<file path="src/rtl/buzzer_tone_driver.sv">
// Piezo buzzer tone driver.
// Plays one of three fixed-pitch square-wave tones in bursts of ON_CYCLES
// separated by OFF_CYCLES gaps. The highest requesting channel wins. The
// channel is latched for a whole burst plus its gap, and every burst that
// starts runs to completion.
//
// state    | meaning
// ---------+-------------------------------------------------------------
// IDLE     | silent, no channel latched, waiting for a nonzero buzz_req
// TONE_ON  | burst in progress, tone_out toggles every HALFk cycles
// TONE_OFF | inter-burst gap, tone_out low, buzz_req resampled at the end
module buzzer_tone_driver #(
    parameter int HALF1      = 12,
    parameter int HALF2      = 8,
    parameter int HALF3      = 4,
    parameter int ON_CYCLES  = 48,
    parameter int OFF_CYCLES = 16
) (
    input  logic       clk,
    input  logic       rst_n,
    input  logic [2:0] buzz_req,
    output logic       tone_out,
    output logic [1:0] chan_active,
    output logic       busy
);

    typedef enum logic [1:0] {
        IDLE     = 2'd0,
        TONE_ON  = 2'd1,
        TONE_OFF = 2'd2
    } state_t;

    localparam logic [7:0] HALF1_TC = 8'(HALF1 - 1);
    localparam logic [7:0] HALF2_TC = 8'(HALF2 - 1);
    localparam logic [7:0] HALF3_TC = 8'(HALF3 - 1);
    localparam logic [7:0] ON_TC    = 8'(ON_CYCLES - 1);
    localparam logic [7:0] OFF_TC   = 8'(OFF_CYCLES - 1);

    state_t     state, state_nxt;
    logic       tone_nxt;
    logic [1:0] chan_nxt;
    logic [7:0] half_cnt, half_nxt;
    logic [7:0] cad_cnt, cad_nxt;
    logic [7:0] half_tc;
    logic [1:0] chan_sel;
    logic       req_any;

    // Priority select: highest set request bit names the channel.
    always_comb begin
        chan_sel = 2'd0;
        if (buzz_req[2])      chan_sel = 2'd3;
        else if (buzz_req[1]) chan_sel = 2'd2;
        else if (buzz_req[0]) chan_sel = 2'd1;
    end

    assign req_any = |buzz_req;

    // Half-period terminal count for the latched channel.
    always_comb begin
        case (chan_active)
            2'd1:    half_tc = HALF1_TC;
            2'd2:    half_tc = HALF2_TC;
            default: half_tc = HALF3_TC;
        endcase
    end

    // State register and registered outputs/counters.
    always_ff @(posedge clk or negedge rst_n) begin
        if (!rst_n) begin
            state       <= IDLE;
            tone_out    <= 1'b0;
            chan_active <= 2'd0;
            half_cnt    <= 8'd0;
            cad_cnt     <= 8'd0;
        end else begin
            state       <= state_nxt;
            tone_out    <= tone_nxt;
            chan_active <= chan_nxt;
            half_cnt    <= half_nxt;
            cad_cnt     <= cad_nxt;
        end
    end

    // Next-state, tone and counter logic.
    always_comb begin
        state_nxt = state;
        tone_nxt  = tone_out;
        chan_nxt  = chan_active;
        half_nxt  = half_cnt;
        cad_nxt   = cad_cnt;
        case (state)
            IDLE: begin
                if (req_any) begin
                    state_nxt = TONE_ON;
                    tone_nxt  = 1'b1;
                    chan_nxt  = chan_sel;
                    half_nxt  = 8'd0;
                    cad_nxt   = 8'd0;
                end
            end
            TONE_ON: begin
                if (half_cnt == half_tc) begin
                    half_nxt = 8'd0;
                    tone_nxt = ~tone_out;
                end else begin
                    half_nxt = half_cnt + 8'd1;
                end
                // Burst end overrides the tone toggle; the request level is
                // only consulted here, so a dropped request never cuts a burst.
                if (cad_cnt == ON_TC) begin
                    tone_nxt = 1'b0;
                    half_nxt = 8'd0;
                    cad_nxt  = 8'd0;
                    if (req_any) begin
                        state_nxt = TONE_OFF;
                    end else begin
                        state_nxt = IDLE;
                        chan_nxt  = 2'd0;
                    end
                end else begin
                    cad_nxt = cad_cnt + 8'd1;
                end
            end
            TONE_OFF: begin
                tone_nxt = 1'b0;
                if (cad_cnt == OFF_TC) begin
                    cad_nxt  = 8'd0;
                    half_nxt = 8'd0;
                    if (req_any) begin
                        state_nxt = TONE_ON;
                        tone_nxt  = 1'b1;
                        chan_nxt  = chan_sel;
                    end else begin
                        state_nxt = IDLE;
                        chan_nxt  = 2'd0;
                    end
                end else begin
                    cad_nxt = cad_cnt + 8'd1;
                end
            end
            default: begin
                state_nxt = IDLE;
                tone_nxt  = 1'b0;
                chan_nxt  = 2'd0;
                half_nxt  = 8'd0;
                cad_nxt   = 8'd0;
            end
        endcase
    end

    // busy is a pure decode of the state register.
    assign busy = (state != IDLE);

endmodule

</file>
<file path="config.mk">
export PLATFORM = sky130hd
export DESIGN_NAME = buzzer_tone_driver
export DESIGN_NICKNAME = d
export VERILOG_FILES = /design/src/rtl/buzzer_tone_driver.sv
export SDC_FILE = /design/constraint.sdc
export NUM_CORES = 1
export LEC_CHECK = 0
export BUFFER_PORTS_ARGS = -buffer_cell sky130_fd_sc_hd__buf_2
export CAP_MARGIN = 15
export CORE_MARGIN = 3
export CORE_UTILIZATION = 52
export DETAILED_ROUTE_END_ITERATION = 7
export GPL_ROUTABILITY_DRIVEN = 0
export GPL_TIMING_DRIVEN = 0
export HOLD_SLACK_MARGIN = 0.08
export PLACE_DENSITY = 0.73
export SLEW_MARGIN = 20
export SYNTH_ARGS = -nofsm -noshare
export SYNTH_HDL_FRONTEND = slang
export SYNTH_SLANG_ARGS = --single-unit
</file>
<file path="constraint.sdc">
create_clock -name clk -period 2.5 [get_ports clk]
set_clock_uncertainty 0.05 [all_clocks]
set_input_delay 0.375 -clock clk [delete_from_list [all_inputs] [get_ports clk]]
set_output_delay 0.375 -clock clk [all_outputs]
set_load 0.01 [all_outputs]
</file>
==> qor.json <==
{
  "pwr": {
    "switching_share": 0.4433,
    "pwr-share-clk": 0.124,
    "sequentialPowerShare": 0.345,
    "total_leakage_power_nw": 0.6939,
    "power.share.combinational": 0.531,
    "power_per_cell_area_nw_per_um2": 880.8,
    "p_switching_mw": 0.6058,
    "cellInternalPower_mw": 0.7608,
    "ir_worst_vdd_mv": 0.8452
  },
  "grt": {
    "first_global_vias": 1281,
    "overflow": 0,
    "antenna_found_initial": 0,
    "grt_first_pass_wirelength_mm": 5.526,
    "largest_net_degree_at_the_start_of_global_routing": 22,
    "total_global_route_track_usage": 0.2040
  },
  "synth": {
    "synth_seq_area_share": 0.3655,
    "synth_edf_count": 0,
    "yosys.area.top_type_share": 0.3655,
    "netlist-cell-type-count": 42,
    "top_cell_type_by_total_area_after_synthesis": "dfrtp_1",
    "synth_area_leaders": "dfrtp_1 (37%), o21ai_0 (6.3%), ha_1 (5.2%)",
    "yosys_warnings": 0,
    "post_synth_inst_count": 166,
    "synth_async_sr_flop_share": 1.000,
    "post_synth_top_flop": "dfrtp_1",
    "synth_fp_nets": 177,
    "synth_area_um2": 1438,
    "postSynthRegisterBits": 21,
    "syn_area_per_cell_um2": 8.660
  },
  "floorplan": {
    "design.portCount": 9,
    "die_height_um": 58.58,
    "row_count": 18,
    "die-width_um": 58.58,
    "design.die.area_um2": 3432,
    "core_region_area_um2": 2545,
    "initial_core_util": 0.5649
  },
  "sta": {
    "report.final.slew_viol_count": 0,
    "max-slew-margin-rel": 0.6535,
    "min_period_over_period": 0.8436,
    "postLayoutSetupSlackWorst_ps": 390.9,
    "actual_transition_at_the_worst_max_transition_pin_ps": 517.8,
    "min_cycle_time_layout_ps": 2109,
    "timing.setup.tns_ps": 0,
    "setup-violations-final": 0,
    "timing.final.hold_violations": 0,
    "fmaxAchievable_mhz": 474.1,
    "grt_setup_unrepaired": "no"
  },
  "drt": {
    "routedWlPerCell_um": 14.50,
    "routed_via_density": 6.230,
    "detail_route.drc_violations": 0,
    "detailedRoute.firstPassIterationCount": 4,
    "route.final.wire_length_mm": 3.030,
    "route.vias.total": 1302,
    "drt.antenna.violating_nets": 0,
    "drt-initial-drc-count": 56
  },
  "setup_path": {
    "launching_element_type_of_the_critical_path": "flip-flop",
    "cp-end-kind": "flip-flop",
    "crit_path_class": "reg2reg",
    "critical_path.max_fanout": 10,
    "cp.arrival_ps": 2290,
    "reg2regPathDepth": 7,
    "critPathRequiredTime_ps": 2680
  },
  "job": {
    "cap_viol_max_count": 0
  },
  "clock_network": {
    "cts_root_buf": "clkbuf_4",
    "cts_setup_buffers": 0,
    "clkSlewWorstSetupHoldPaths_ps": 130,
    "tritoncts.num_buffers": 3,
    "h_tree_depth": 1,
    "clock-sinks": 21,
    "cts_tree": "done",
    "clk_latency_ps": 310,
    "cts_max_path_buffers": 2
  },
  "final_layout": {
    "post_synthesis_to_final_layout_area_growth_pct": 7.920,
    "layout-drive-gt1-share": 0.1620,
    "n_antenna_cell": 0,
    "layout.nets": 191
  },
  "worst_hold_path": {
    "whs_path_depth": 3,
    "holdCritPathClass": "in2reg"
  },
  "place": {
    "dp_hpwl_mm": 2.222,
    "detailedPlace.worstSlack_ps": 432.5,
    "numPortBuffers": 8
  },
  "run_status": {
    "outcome": "finished, final reports clean"
  }
}
-- state kept, by name, summed over array words and instances (netlist names) --
name / cells
chan_active: 2
cad_cnt: 8
state: 2
tone_out: 1
half_cnt: 8
-- what timing repair did --
| item | 4_1_cts | 5_1_grt |
|---|---|---|
| resized for setup | 0 | 0 |
| endpoints found under the setup margin | 0 | 0 |
| hold buffers | 1 | 0 |
| endpoints found under the hold margin | 21 | 0 |
-- cells in the mapped netlist (all sizes together) (5+ instances only) --
cell type,count
o21ai,18
nor3,8
dfrtp,21
inv,11
nand3,10
nor2,12
and3,5
nand2,19
buf,5
nand4,8
ha,6
a31oi,6
-- cell families after synthesis --
group / synth area share
and+or+nand+nor: 0.2785
adders and majority gates: 0.05222
DFF: 0.3655
muxes: 0.03568
buffers and inverters: 0.05744
xor gates and xnor gates: 0.006093
AOI/OAI and AO/OA: 0.2045
-- per-layer routing --
metal	global-route usage	part of all wire	wire length [um]
met2	0.3493	0.50	1500
met4	0.07120	0.016	47
met1	0.2687	0.44	1343
met3	0.01974	0.046	138
met5	0	0	0
-- stage by stage --
| stage | total power, mW | utilization | hold slack (ps) | instances | instance area, um^2 |
|---|---|---|---|---|---|
| after global routing | 1.498 | 0.6096 | 349.1 | 209 | 1551 |
| after detailed placement | 1.201 | 0.5954 | 311.9 | 204 | 1515 |
| after floorplan | 1.018 | - | 29.41 | 166 | 1438 |
| after CTS | 1.371 | 0.6096 | 344.6 | 209 | 1551 |
| after global placement | 1.171 | 0.5954 | 311.9 | 204 | 1515 |
| final | 1.367 | 0.6096 | 333.7 | 209 | 1551 |
-- layout by cell type, fill, tap and decap left out, drive strengths merged, types with 2 or more instances in the layout --
cell and instances:
dfrtp 21, nand2 19, o21ai 18, buf 13
nor2 12, inv 11, nand3 10, nand4 8
nor3 8, ha 6, a31oi 6, clkbuf 6
and3 5, mux2i 4, a21o 4, a21oi 3
nor3b 2, or3 2, and2 2, o221ai 2
a32oi 2
-- final timing paths --
check / start / slack, ps / end
worst max-delay path: state[0]$_DFFE_PN0P_ / 390 / half_cnt[0]$_DFFE_PN0P_
worst min-delay path: buzz_req[2] / 330 / chan_active[0]$_DFFE_PN0P_
worst max register to register: state[0]$_DFFE_PN0P_ / 390 / half_cnt[0]$_DFFE_PN0P_
worst min register to register: cad_cnt[1]$_DFFE_PN0P_ / 490 / cad_cnt[1]$_DFFE_PN0P_
max in group asynchronous: rst_n / 1570 / cad_cnt[6]$_DFFE_PN0P_
min in group asynchronous: rst_n / 490 / half_cnt[5]$_DFFE_PN0P_
-- power groups by stage --
| stage | Combinational, mW | Clock [mW] | Sequential, mW |
|---|---|---|---|
| finish | 0.725 | 0.169 | 0.472 |
| global route | 0.826 | 0.189 | 0.482 |
| CTS | 0.727 | 0.173 | 0.471 |
| detailed placement | 0.723 | 0 | 0.478 |
| global placement | 0.699 | 0 | 0.471 |
| floorplan | 0.545 | 0 | 0.473 |
-- layout make-up --
type	count	area, um^2
fill	233	993.5
multi-input combinational	127	829.5
sequential	21	525.5
timing repair buffer	9	50.05
buffer	7	41.29
inverter	11	41.29
tap	30	37.54
clock buffer	4	26.28
-- worst max-delay path, stage by stage, from the launching register on --
cell	delay [ps]
dfrtp_1	460
inv_1	90
ha_1	310
and2_1	200
buf_2	190
nor2_1	440
nand3_1	120
o21ai_0	160
No activity file was read; power rests on OpenSTA's default activity.
